### src/rtl/cos_taylor_pkg.sv
// -----------------------------------------------------------------------------
// cos_taylor_pkg
// Shared definitions for the iterative Taylor-series cosine/sine accelerator:
//   - state_t   : controller states
//   - TERM_W    : width of the term-count operand for the default MAX_TERMS
//   - ONE_Q     : fixed-point 1.0 for the default fraction width (W+G bits)
//   - one_q()   : fixed-point 1.0 for an arbitrary W/G pair
//   - coef()    : elaboration-time generator for the series coefficient ROM
// -----------------------------------------------------------------------------
package cos_taylor_pkg;

    localparam int W_DEF         = 10;
    localparam int MAX_TERMS_DEF = 8;
    localparam int G_DEF         = 4;

    localparam int     TERM_W = $clog2(MAX_TERMS_DEF + 1);
    localparam longint ONE_Q  = longint'(1) << (W_DEF + G_DEF);

    typedef enum logic [2:0] {
        IDLE   = 3'd0,
        SQUARE = 3'd1,
        MUL    = 3'd2,
        SCALE  = 3'd3,
        FINISH = 3'd4
    } state_t;

    function automatic longint one_q(input int w, input int g);
        return longint'(1) << (w + g);
    endfunction

    // Truncated Q0.(w+g) coefficient for step k of the recurrence.
    // cos: 1/((2k-1)(2k)), sin: 1/((2k)(2k+1)). k<1 has no meaning and gives 0.
    function automatic longint coef(input logic sel_sin, input int k,
                                    input int w, input int g);
        longint den;
        if (k < 1) begin
            den = 64'sd0;
        end else if (sel_sin) begin
            den = longint'(2 * k) * longint'(2 * k + 1);
        end else begin
            den = longint'(2 * k - 1) * longint'(2 * k);
        end
        if (den == 64'sd0) begin
            return 64'sd0;
        end else begin
            return one_q(w, g) / den;
        end
    endfunction

endpackage

### src/rtl/cos_taylor_acc_mulq.sv
// -----------------------------------------------------------------------------
// cos_taylor_mulq
// Signed fractional multiplier. Both operands and the result carry FW fraction
// bits; the full-width product is floored (arithmetic shift) back to FW
// fraction bits and truncated to DW bits. Purely combinational.
// Ports:
//   a, b : signed DW-bit operands
//   p    : signed DW-bit product, floor((a*b) / 2^FW)
// -----------------------------------------------------------------------------
module cos_taylor_mulq
    import cos_taylor_pkg::*;
#(
    parameter int DW = 16,
    parameter int FW = 14
) (
    input  logic signed [DW-1:0] a,
    input  logic signed [DW-1:0] b,
    output logic signed [DW-1:0] p
);

    logic signed [2*DW-1:0] a_ext_s;
    logic signed [2*DW-1:0] b_ext_s;
    logic signed [2*DW-1:0] full_s;

    assign a_ext_s = {{DW{a[DW-1]}}, a};
    assign b_ext_s = {{DW{b[DW-1]}}, b};
    assign full_s  = a_ext_s * b_ext_s;
    // Arithmetic shift gives floor for negative products as well.
    assign p       = DW'(full_s >>> FW);

endmodule

### src/rtl/cos_taylor_acc.sv
// -----------------------------------------------------------------------------
// cos_taylor_acc
// Iterative Taylor-series accelerator computing cos(x) (and sin(x) when the
// TRIG_SIN_MODE_EN macro is defined) for x in [0,1), unsigned Q0.W input,
// unsigned Q1.W result. One shared multiplier is time-shared between the
// SQUARE, MUL and SCALE states; each extra series term costs two cycles.
// Compile-time option:
//   TRIG_SIN_MODE_EN : when defined, mode selects sin; otherwise mode is
//                      ignored and only the cosine coefficient table exists.
// Ports:
//   clk   : clock, rising edge
//   rst   : asynchronous active-high reset
//   start : request, sampled only while idle
//   xBus  : argument x, Q0.W
//   yBus  : requested term count n (clamped to [1, MAX_TERMS])
//   mode  : 0 = cos, 1 = sin (sine option only)
//   busy  : high from accepted start through the completion edge
//   done  : one-cycle pulse when RBus updates
//   RBus  : result, Q1.W, held until the next completion
// -----------------------------------------------------------------------------
module cos_taylor_acc
    import cos_taylor_pkg::*;
#(
    parameter int W         = W_DEF,
    parameter int MAX_TERMS = MAX_TERMS_DEF,
    parameter int G         = G_DEF
) (
    input  logic                             clk,
    input  logic                             rst,
    input  logic                             start,
    input  logic [W-1:0]                     xBus,
    input  logic [$clog2(MAX_TERMS+1)-1:0]   yBus,
    input  logic                             mode,
    output logic                             busy,
    output logic                             done,
    output logic [W:0]                       RBus
);

    localparam int FW    = W + G;
    localparam int DW    = FW + 2;
    localparam int TW    = $clog2(MAX_TERMS + 1);
    localparam int ROM_N = 1 << TW;

    localparam logic signed [DW-1:0] ONE      = DW'(one_q(W, G));
    localparam logic signed [DW:0]   RND_HALF = (DW+1)'(1 << (G - 1));
    localparam logic signed [DW:0]   R_MAX    = (DW+1)'((1 << (W + 1)) - 1);

    state_t state_r;
    state_t state_nx;

    logic signed [DW-1:0] x_r;
    logic signed [DW-1:0] x2_r;
    logic signed [DW-1:0] term_r;
    logic signed [DW-1:0] prod_r;
    logic signed [DW-1:0] acc_r;
    logic [TW-1:0]        k_r;
    logic [TW-1:0]        n_r;
    logic                 mode_r;

    logic [TW-1:0]        n_eff_s;
    logic                 mode_s;
    logic signed [DW-1:0] x_in_s;
    logic signed [DW-1:0] coef_s;
    logic signed [DW-1:0] mul_a_s;
    logic signed [DW-1:0] mul_b_s;
    logic signed [DW-1:0] mul_p_s;
    logic signed [DW:0]   sum_s;
    logic signed [DW:0]   shr_s;
    logic [W:0]           rnd_s;

    // Coefficient ROMs, indexed directly by k; entry 0 is never addressed.
    logic signed [DW-1:0] cos_rom [ROM_N];
    for (genvar i = 0; i < ROM_N; i++) begin : g_cos_rom
        assign cos_rom[i] = DW'(coef(1'b0, i, W, G));
    end

`ifdef TRIG_SIN_MODE_EN
    logic signed [DW-1:0] sin_rom [ROM_N];
    for (genvar i = 0; i < ROM_N; i++) begin : g_sin_rom
        assign sin_rom[i] = DW'(coef(1'b1, i, W, G));
    end
    assign mode_s = mode;
    assign coef_s = mode_r ? sin_rom[k_r] : cos_rom[k_r];
`else
    // Without the sine table mode is forced to cos; the AND keeps the port
    // referenced so the port list stays identical across builds.
    assign mode_s = mode & 1'b0;
    assign coef_s = mode_r ? {DW{1'b0}} : cos_rom[k_r];
`endif

    // x widened to the internal signed Q2.(W+G) format.
    assign x_in_s = {2'b00, xBus, {G{1'b0}}};

    // Clamp the requested term count to [1, MAX_TERMS].
    always_comb begin
        if (yBus == {TW{1'b0}}) begin
            n_eff_s = TW'(1);
        end else if (yBus > TW'(MAX_TERMS)) begin
            n_eff_s = TW'(MAX_TERMS);
        end else begin
            n_eff_s = yBus;
        end
    end

    // Route operands into the single shared multiplier per state.
    always_comb begin
        mul_a_s = {DW{1'b0}};
        mul_b_s = {DW{1'b0}};
        case (state_r)
            SQUARE: begin
                mul_a_s = x_r;
                mul_b_s = x_r;
            end
            MUL: begin
                mul_a_s = term_r;
                mul_b_s = x2_r;
            end
            SCALE: begin
                mul_a_s = prod_r;
                mul_b_s = coef_s;
            end
            default: begin
                mul_a_s = {DW{1'b0}};
                mul_b_s = {DW{1'b0}};
            end
        endcase
    end

    cos_taylor_mulq #(
        .DW (DW),
        .FW (FW)
    ) u_mulq (
        .a (mul_a_s),
        .b (mul_b_s),
        .p (mul_p_s)
    );

    // Round half-up to W fraction bits, then clamp into the Q1.W output range.
    assign sum_s = {acc_r[DW-1], acc_r} + RND_HALF;
    assign shr_s = sum_s >>> G;

    // Result saturation.
    always_comb begin
        if (shr_s[DW]) begin
            rnd_s = {(W+1){1'b0}};
        end else if (shr_s > R_MAX) begin
            rnd_s = {(W+1){1'b1}};
        end else begin
            rnd_s = shr_s[W:0];
        end
    end

    // Controller state register.
    always_ff @(posedge clk or posedge rst) begin
        if (rst) begin
            state_r <= IDLE;
        end else begin
            state_r <= state_nx;
        end
    end

    // Next-state logic. k counts completed-term steps; the last SCALE is the
    // one that processes k == n_eff-1.
    always_comb begin
        state_nx = state_r;
        case (state_r)
            IDLE: begin
                if (start) begin
                    state_nx = SQUARE;
                end else begin
                    state_nx = IDLE;
                end
            end
            SQUARE: begin
                if (n_r == TW'(1)) begin
                    state_nx = FINISH;
                end else begin
                    state_nx = MUL;
                end
            end
            MUL: begin
                state_nx = SCALE;
            end
            SCALE: begin
                if (k_r == (n_r - TW'(1))) begin
                    state_nx = FINISH;
                end else begin
                    state_nx = MUL;
                end
            end
            FINISH: begin
                state_nx = IDLE;
            end
            default: begin
                state_nx = IDLE;
            end
        endcase
    end

    // Datapath registers and registered outputs.
    always_ff @(posedge clk or posedge rst) begin
        if (rst) begin
            x_r    <= {DW{1'b0}};
            x2_r   <= {DW{1'b0}};
            term_r <= {DW{1'b0}};
            prod_r <= {DW{1'b0}};
            acc_r  <= {DW{1'b0}};
            k_r    <= {TW{1'b0}};
            n_r    <= {TW{1'b0}};
            mode_r <= 1'b0;
            busy   <= 1'b0;
            done   <= 1'b0;
            RBus   <= {(W+1){1'b0}};
        end else begin
            done <= 1'b0;
            case (state_r)
                IDLE: begin
                    if (start) begin
                        x_r    <= x_in_s;
                        n_r    <= n_eff_s;
                        mode_r <= mode_s;
                        term_r <= mode_s ? x_in_s : ONE;
                        acc_r  <= mode_s ? x_in_s : ONE;
                        busy   <= 1'b1;
                    end
                end
                SQUARE: begin
                    x2_r <= mul_p_s;
                    k_r  <= TW'(1);
                end
                MUL: begin
                    prod_r <= mul_p_s;
                end
                SCALE: begin
                    term_r <= mul_p_s;
                    acc_r  <= k_r[0] ? (acc_r - mul_p_s) : (acc_r + mul_p_s);
                    k_r    <= k_r + TW'(1);
                end
                FINISH: begin
                    RBus <= rnd_s;
                    done <= 1'b1;
                    busy <= 1'b0;
                end
                default: begin
                    busy <= 1'b0;
                end
            endcase
        end
    end

endmodule

### config.mk
export PLATFORM = sky130hd
export DESIGN_NAME = cos_taylor_acc
export DESIGN_NICKNAME = d
export VERILOG_FILES = /design/src/rtl/cos_taylor_pkg.sv /design/src/rtl/cos_taylor_acc_mulq.sv /design/src/rtl/cos_taylor_acc.sv
export SDC_FILE = /design/constraint.sdc
export NUM_CORES = 1
export LEC_CHECK = 0
export BUFFER_PORTS_ARGS = -buffer_cell sky130_fd_sc_hd__buf_2
export CAP_MARGIN = 25
export CORE_MARGIN = 2
export CORE_UTILIZATION = 64
export CTS_BUF_LIST = sky130_fd_sc_hd__clkbuf_16
export DETAILED_ROUTE_END_ITERATION = 8
export GPL_ROUTABILITY_DRIVEN = 1
export HOLD_SLACK_MARGIN = 0.05
export PLACE_DENSITY = 0.86
export SYNTH_ARGS = -nofsm -noshare
export SYNTH_HDL_FRONTEND = slang
export SYNTH_SLANG_ARGS = --single-unit
### constraint.sdc
create_clock -name clk -period 26.7 [get_ports clk]
set_input_delay 5.34 -clock clk [delete_from_list [all_inputs] [get_ports clk]]
set_output_delay 5.34 -clock clk [all_outputs]
set_load 0.02 [all_outputs]
# Word-level counts from Yosys, hierarchy flattened
# Memories as Yosys holds them, arrays and structs flattened.
# Index checks and enable logic that the tools add are counted.
dict set report op_classes {
  n_mul 1
  div 0
  n_bitwise 2
  shift 0
  n_eq_ne 7
  add_sub_neg 5
  n_lt_le_gt_ge 3
  n_reduce_logical 8
  mux 20
}
# op count
set ops {}
lappend ops {{case mux 16 bit (3 select lines)} 2}
lappend ops {{two-way mux 16 bit} 4}
lappend ops {{case mux 16 bit (2 select lines)} 2}
lappend ops {{multiplier 16 x 16 -> 30 bit} 1}
lappend ops {{two-way mux 11 bit} 2}
lappend ops {{adder 16 x 5 -> 17 bit (second input constant)} 1}
lappend ops {{adder 16 bit} 1}
lappend ops {{subtractor 16 bit} 1}
lappend ops {{greater-than comparator 13 x 12 -> 1 bit (second input constant)} 1}
lappend ops {{case mux 3 bit (4 select lines)} 1}
lappend ops {{two-way mux 4 bit} 2}
lappend ops {{case mux 4 bit (2 select lines)} 1}
lappend ops {{== test 3 x 2 -> 1 bit (second input constant)} 2}
lappend ops {{two-way mux 3 bit} 2}
lappend ops {{AND reduction 2 bit} 3}
lappend ops {{>= comparator 5 bit (second input constant)} 1}
lappend ops {{NOT 4 -> 5 bit} 1}
lappend ops {{adder 4 x 1 -> 4 bit (second input constant)} 1}
lappend ops {{== test 4 x 1 -> 1 bit (second input constant)} 1}
lappend ops {{== test 4 bit} 1}
lappend ops {{greater-than comparator 4 bit (second input constant)} 1}
lappend ops {{zero test 4 bit} 1}
lappend ops {{nonzero test 2 bit} 2}
lappend ops {{subtractor 4 x 1 -> 4 bit (second input constant)} 1}
lappend ops {{other kinds (8)} 10}
dict set report totals {
  memories 1
  latch_bits 0
  mem_bits_rw 0
  out_inout_bits 13
  ff_bits 98
  romBits 256
  wordCells 58
}
# name depth width read_ports rd_ports_with_merged_regs write_ports line_no
set memory_table {}
lappend memory_table {{(name not given)} 16 16 1 0 0 cos_taylor_acc.sv:88} ;# assign coef_s = mode_r ? {DW{1'b0}} : cos_rom[k_r];

# Logic depth before layout (Yosys ltp)
dict set report depth {
  depth_word 9
  depth_mapped 44
}

# Cells and area by module
# From an unflattened synthesis, not the netlist that was laid out.
dict set report unflattened {
  cells_unflattened 1603
  area_unflattened_um2 14939.3
}
# mod instances area_each_um2 cells_per_inst seq_area_each_um2
set by_module_without_submodules {}
lappend by_module_without_submodules {cos_taylor_mulq 1 9066.2 990 0.0}
lappend by_module_without_submodules {cos_taylor_acc 1 5873.1 613 2452.4}

# Worst setup path after synthesis
# Ideal clock, no wire load.
dict set report synth_timing {
  path_kind {reg2reg}
  startpoint {reg k_r[0]}
  endpoint {reg acc_r[15]}
  n_path_buf 2
  path_stages_with_launch 42
  setup_slack_ns 17.005
  t_arrival_ns 9.576
  required_time_ns 26.581
  cell_sequence {dfrtp_1 clkbuf_1 clkinv_1 ha_1 mux2i_1 o221ai_1 o211ai_1 a21o_1 clkbuf_1 nor2_1 fa_1 inv_1 fa_1 fa_1 inv_1 fa_1 fa_1 inv_1 (+6 left out) o21ai_4 xnor2_1 ha_1 nor2_1 xor2_1 ha_1 o21ai_0 a21oi_1 o21a_1 a21bo_2 a41oi_1 nor4b_1 o31ai_1 a31oi_1 xnor3_1 xnor2_1 o21ai_1 a21bo_1}
}
dict set report synth_via {
  elab_chain_len 9
  word_cells_on_any_way 10
  cone_classes {add/sub: 2; mul: 1; mux: 5; bitwise: 1; memory: 1}
}
# element line_no
set synth_rtl {}
lappend synth_rtl {{start: declaration} cos_taylor_acc.sv:56} ;# logic [TW-1:0] k_r;
lappend synth_rtl {{start signal: assignment} cos_taylor_acc.sv:208} ;# k_r <= {TW{1'b0}};
lappend synth_rtl {{start signal: assignment} cos_taylor_acc.sv:237} ;# k_r <= k_r + TW'(1);
lappend synth_rtl {{NOT 4 -> 5 bit (implied by the code)} cos_taylor_acc.sv:88}
lappend synth_rtl {{memory (16 x 16 bit)} -}
lappend synth_rtl {{two-way mux 16 bit (implied by the code) (2 in series)} cos_taylor_acc.sv:88}
lappend synth_rtl {{case mux 16 bit (3 select lines)} cos_taylor_acc.sv:109} ;# case (state_r)
lappend synth_rtl {{multiplier 16 x 16 -> 30 bit} cos_taylor_acc_mulq.sv:27} ;# assign full_s = a_ext_s * b_ext_s;
lappend synth_rtl {{adder 16 bit / subtractor 16 bit (equally long branches)} cos_taylor_acc.sv:236} ;# acc_r <= k_r[0] ? (acc_r - mul_p_s) : (acc_r + mul_p_s);
lappend synth_rtl {{two-way mux 16 bit *} cos_taylor_acc.sv:236}
lappend synth_rtl {{case mux 16 bit (2 select lines) *} cos_taylor_acc.sv:216} ;# case (state_r)
lappend synth_rtl {{end signal: assignment} cos_taylor_acc.sv:207} ;# acc_r <= {DW{1'b0}};
lappend synth_rtl {{end signal: assignment} cos_taylor_acc.sv:223} ;# acc_r <= mode_s ? x_in_s : ONE;
lappend synth_rtl {{end signal: assignment} cos_taylor_acc.sv:236}
lappend synth_rtl {{end: declaration} cos_taylor_acc.sv:55} ;# logic signed [DW-1:0] acc_r;
# Mark *: on every way between the ends. The rest lies on a longest branch, timed or not. The select of a mux whose other input is x is not followed.
# A chain may end at the register's enable or synchronous reset.

# Final worst setup path
dict set report layout_timing {
  startpoint {reg state_r[0]}
  endpoint {reg acc_r[15]}
}
dict set report layout_via {
  elab_chain_len 6
  word_cells_on_any_way 14
  cone_classes {add/sub: 2; mul: 1; eq/ne: 4; mux: 4; reduce/logical: 3}
}
# element line_no
set layout_rtl {}
lappend layout_rtl {{start: declaration} cos_taylor_acc.sv:48} ;# state_t state_r;
lappend layout_rtl {{start signal: assignment} cos_taylor_acc.sv:158} ;# state_r <= state_nx;
lappend layout_rtl {{== test 3 x 2 -> 1 bit, or another cell as far along} {cos_taylor_acc.sv:109, cos_taylor_acc.sv:216}}
lappend layout_rtl {{case mux 16 bit (3 select lines)} cos_taylor_acc.sv:109}
lappend layout_rtl {{multiplier 16 x 16 -> 30 bit} cos_taylor_acc_mulq.sv:27}
lappend layout_rtl {{adder 16 bit / subtractor 16 bit (equally long branches)} cos_taylor_acc.sv:236}
lappend layout_rtl {{two-way mux 16 bit} cos_taylor_acc.sv:236}
lappend layout_rtl {{case mux 16 bit (2 select lines)} cos_taylor_acc.sv:216}
# Parallel ways exist; a longest one is shown, timed or not.

==> impl_metrics.py <==
metrics = {
    "critical_path": {
        "r2r_slack_ps": 14970,
        "slowest_delay_ps": 830,
        "crit_path_end_kind": "register",
        "worstPathRequired_ps": 26940,
        "path_max_fanout": 28,
        "rr_endpoint": "acc_r[15]$_DFFE_PP0P_",
        "path_common_cell": "fa_1",
        "crit_path_top_delay_cell": "nor2_1",
        "r2r-start": "state_r[0]$_DFF_PP0_",
        "cp.arrival_ps": 11980,
        "reg2reg_depth": 38,
        "start_kind": "register",
        "crit_type": "register to register",
    },
    "detailed_routing": {
        "highest_layer": "met4",
        "m1WireLength_um": 15100,
        "drt_pass1_iterations": 7,
        "ant_nets": 0,
        "drc_errors": 0,
        "wire_per_inst_um": 19.4,
        "routed_wl_um": 40200,
        "drt_iter0_markers": 996,
        "vias_per_cell": 5.99,
        "wl_met2_um": 19200,
        "num_vias": 12400,
        "wl_met3_um": 3500,
    },
    "logic_synthesis": {
        "netlist_instances": 1744,
        "synth_most_common_cell": "inv_1",
        "netlist-cell-type-count": 87,
        "ys_ff_latch": 98,
        "yosysTopAreaCellShare_pct": 32.6,
        "async_flop_share_pct": 100,
        "yosys-top-cells-area": "fa_1 33%, dfrtp_1 16%, ha_1 8.4%, inv_1 7.8%, nand2_1 6.9%",
        "synth_common_cells": "318 x inv_1, 279 x nand2_1, 248 x fa_1",
        "synthesis.area_mm2": 0.0152,
        "yosys_warnings": 0,
        "yosysTopAreaCell": "fa_1",
        "synth_edf_count": 0,
        "synth_area_per_cell_um2": 8.72,
        "synth_flop_cell": "dfrtp_1",
        "synth-seq-area-share_pct": 16.1,
        "syn-num-nets": 2112,
    },
    "place": {
        "hpwl_um": 31300,
        "port_buffers": 29,
        "place_congestion": 0.966,
    },
    "cells_and_area": {
        "nets": 2113,
        "syn2layout_area_growth_pct": 5.34,
        "fill_cells": 1825,
        "drive_gt1_share_pct": 6.51,
    },
    "floorplan": {
        "start_util_pct": 65.0,
        "ios": 31,
        "rows": 56,
        "core_area_mm2": 0.0234,
        "die_h_um": 158,
        "die_area_mm2": 0.0250,
        "die_w_um": 158,
    },
    "hold_path": {
        "hold_end": "x2_r[1]$_DFFE_PP0N_",
        "hold_class": "register to register",
        "hp-start": "x2_r[1]$_DFFE_PP0N_",
        "holdPathStages": 2,
    },
    "clocking": {
        "cts_resized": 0,
        "clockBufferDepth": 2,
        "postCtsSetupBuffers": 0,
        "cts.clk_slew.worst_paths_ps": 70,
        "htree_levels": 3,
        "cts-root-buf": "clkbuf_16",
        "tritoncts": "yes",
        "cts.sinks": 98,
        "holdBufCountCts": 0,
        "cts_buffers": 9,
        "clkLatencyLatePin_ps": 350,
    },
    "timing": {
        "final.setup.tns_ps": 0,
        "finalSetupViolCount": 0,
        "finClkSkew_ps": 9.57,
        "rsz0062_at_grt": "false",
        "drv_slew": 0,
        "fin_crit_sh_pct": 43.9,
        "worstMarginPinSlew_ps": 1330,
        "relSlewSlack_pct": 11.6,
        "fmax_ghz": 0.0852,
        "fin_crit_ps": 11730,
        "hold_viol_final": 0,
    },
    "global_route": {
        "grt_max_degree": 48,
        "antenna_found_initial": 0,
        "grt_pass1_vias": 13500,
        "grt_pass1_wl_um": 66600,
        "gr-total-overflow": 0,
        "grt_usage_pct": 34.8,
    },
    "outcome": {
        "status": "completed",
    },
    "flow_run": {
        "cap_violations": 0,
    },
}
-- registers in the layout, summed over array words and instances, names as in the netlist, 4 cells and up --
signal  cells
prod_r     16
acc_r      16
term_r     16
RBus       11
k_r         4
x2_r       16
n_r         4
x_r        10
-- how the worst max path moves through the flow --
stage                                    start                     to  slack [ps]  depth (start not counted)
after floorplan             k_r[0]$_DFFE_PP0P_  acc_r[15]$_DFFE_PP0P_       17010                         41
after global placement    state_r[2]$_DFF_PP0_  acc_r[15]$_DFFE_PP0P_       15520                         38
after detailed placement  state_r[2]$_DFF_PP0_  acc_r[15]$_DFFE_PP0P_       15240                         38
after CTS                 state_r[2]$_DFF_PP0_  acc_r[15]$_DFFE_PP0P_       15180                         38
after global routing      state_r[0]$_DFF_PP0_  acc_r[12]$_DFFE_PP0P_       14400                         39
final                     state_r[0]$_DFF_PP0_  acc_r[15]$_DFFE_PP0P_       14970                         38
-- area by class of cell --
type                       instances  area, µm²  share of cell area (%)
antenna                            1       2.50                  0.0156
clock buffer                       9        225                    1.41
clock inverter                     7       45.0                   0.281
inverter                         320       1200                    7.51
multi-input combinational       1260      11300                    70.6
sequential                        98       2450                    15.3
tap                              319        399                    2.49
timing repair buffer              56        383                    2.39
-- stage by stage --
stage	cell area (µm²)	setup WS [ps]	utilization [%]	hold WS (ps)	instances
2_1_floorplan	15200	17010	-	442	1744
3_3_place_gp	15700	15520	67.1	454	2050
3_5_place_dp	15700	15240	67.3	462	2052
4_1_cts	16000	15180	68.4	481	2068
5_1_grt	16000	14400	68.5	495	2069
6_report	16000	14970	68.5	484	2070
-- worst max-delay path: cells and delay by family, from the launching register on --
| family | cells | cell delay, ps |
|---|---|---|
| compound gates | 13 | 3280 |
| xor+xnor | 4 | 1460 |
| fa+ha+maj | 9 | 4080 |
| buf+inv | 6 | 590 |
| flops | 1 | 350 |
| simple gates | 6 | 1840 |
-- routing by layer --
layer,vias to the layer above,GRT usage [%]
met4,0,17.6
met3,200,7.72
li1,5458,-
met5,-,0
met1,6131,43.0
met2,611,57.7
-- placed cells by master, fill, tap and decap left out, types with 3 or more instances in the layout --
cell and instances:
inv_1 318, nand2_1 279, fa_1 248, nor2_1 175
ha_1 102, dfrtp_1 98, o21ai_0 86, a21oi_1 46
xor2_1 34, xnor2_1 29, buf_2 29, buf_4 24
a21o_1 20, nand2b_1 18, a22o_1 18, nand3_1 15
and3_1 12, and2_1 11, o31ai_1 10, mux2_2 10
clkbuf_16 9, nand4_1 8, nor3_1 8, a22oi_1 8
mux2i_1 7, a211oi_1 7, a31oi_1 7, a21boi_0 6
nand3b_1 5, nor2b_1 5, a21oi_2 4, o21bai_1 4
or3_1 4, a221oi_2 3, o211ai_1 3, o22ai_1 3
clkinv_1 3, o21a_1 3
-- logic make-up (layout without fill, tap and decap cells) --
kind of cell | count (synthesis) | after routing | synth area share, %
AO/OA/AOI/OAI | 264 | 264 | 12.1
XOR/XNOR | 65 | 65 | 3.88
adder cells (fa/ha/maj) | 350 | 350 | 41.0
buffers and inverters | 386 | 392 | 9.64
flip-flops | 98 | 98 | 16.1
multiplexers | 19 | 19 | 1.39
other | 0 | 1 | 0
AND/OR/NAND/NOR | 562 | 562 | 15.9
Power is left out: the tool's default activity adds up to more than one toggle a clock period on the data nets, which glitch-free logic cannot reach.
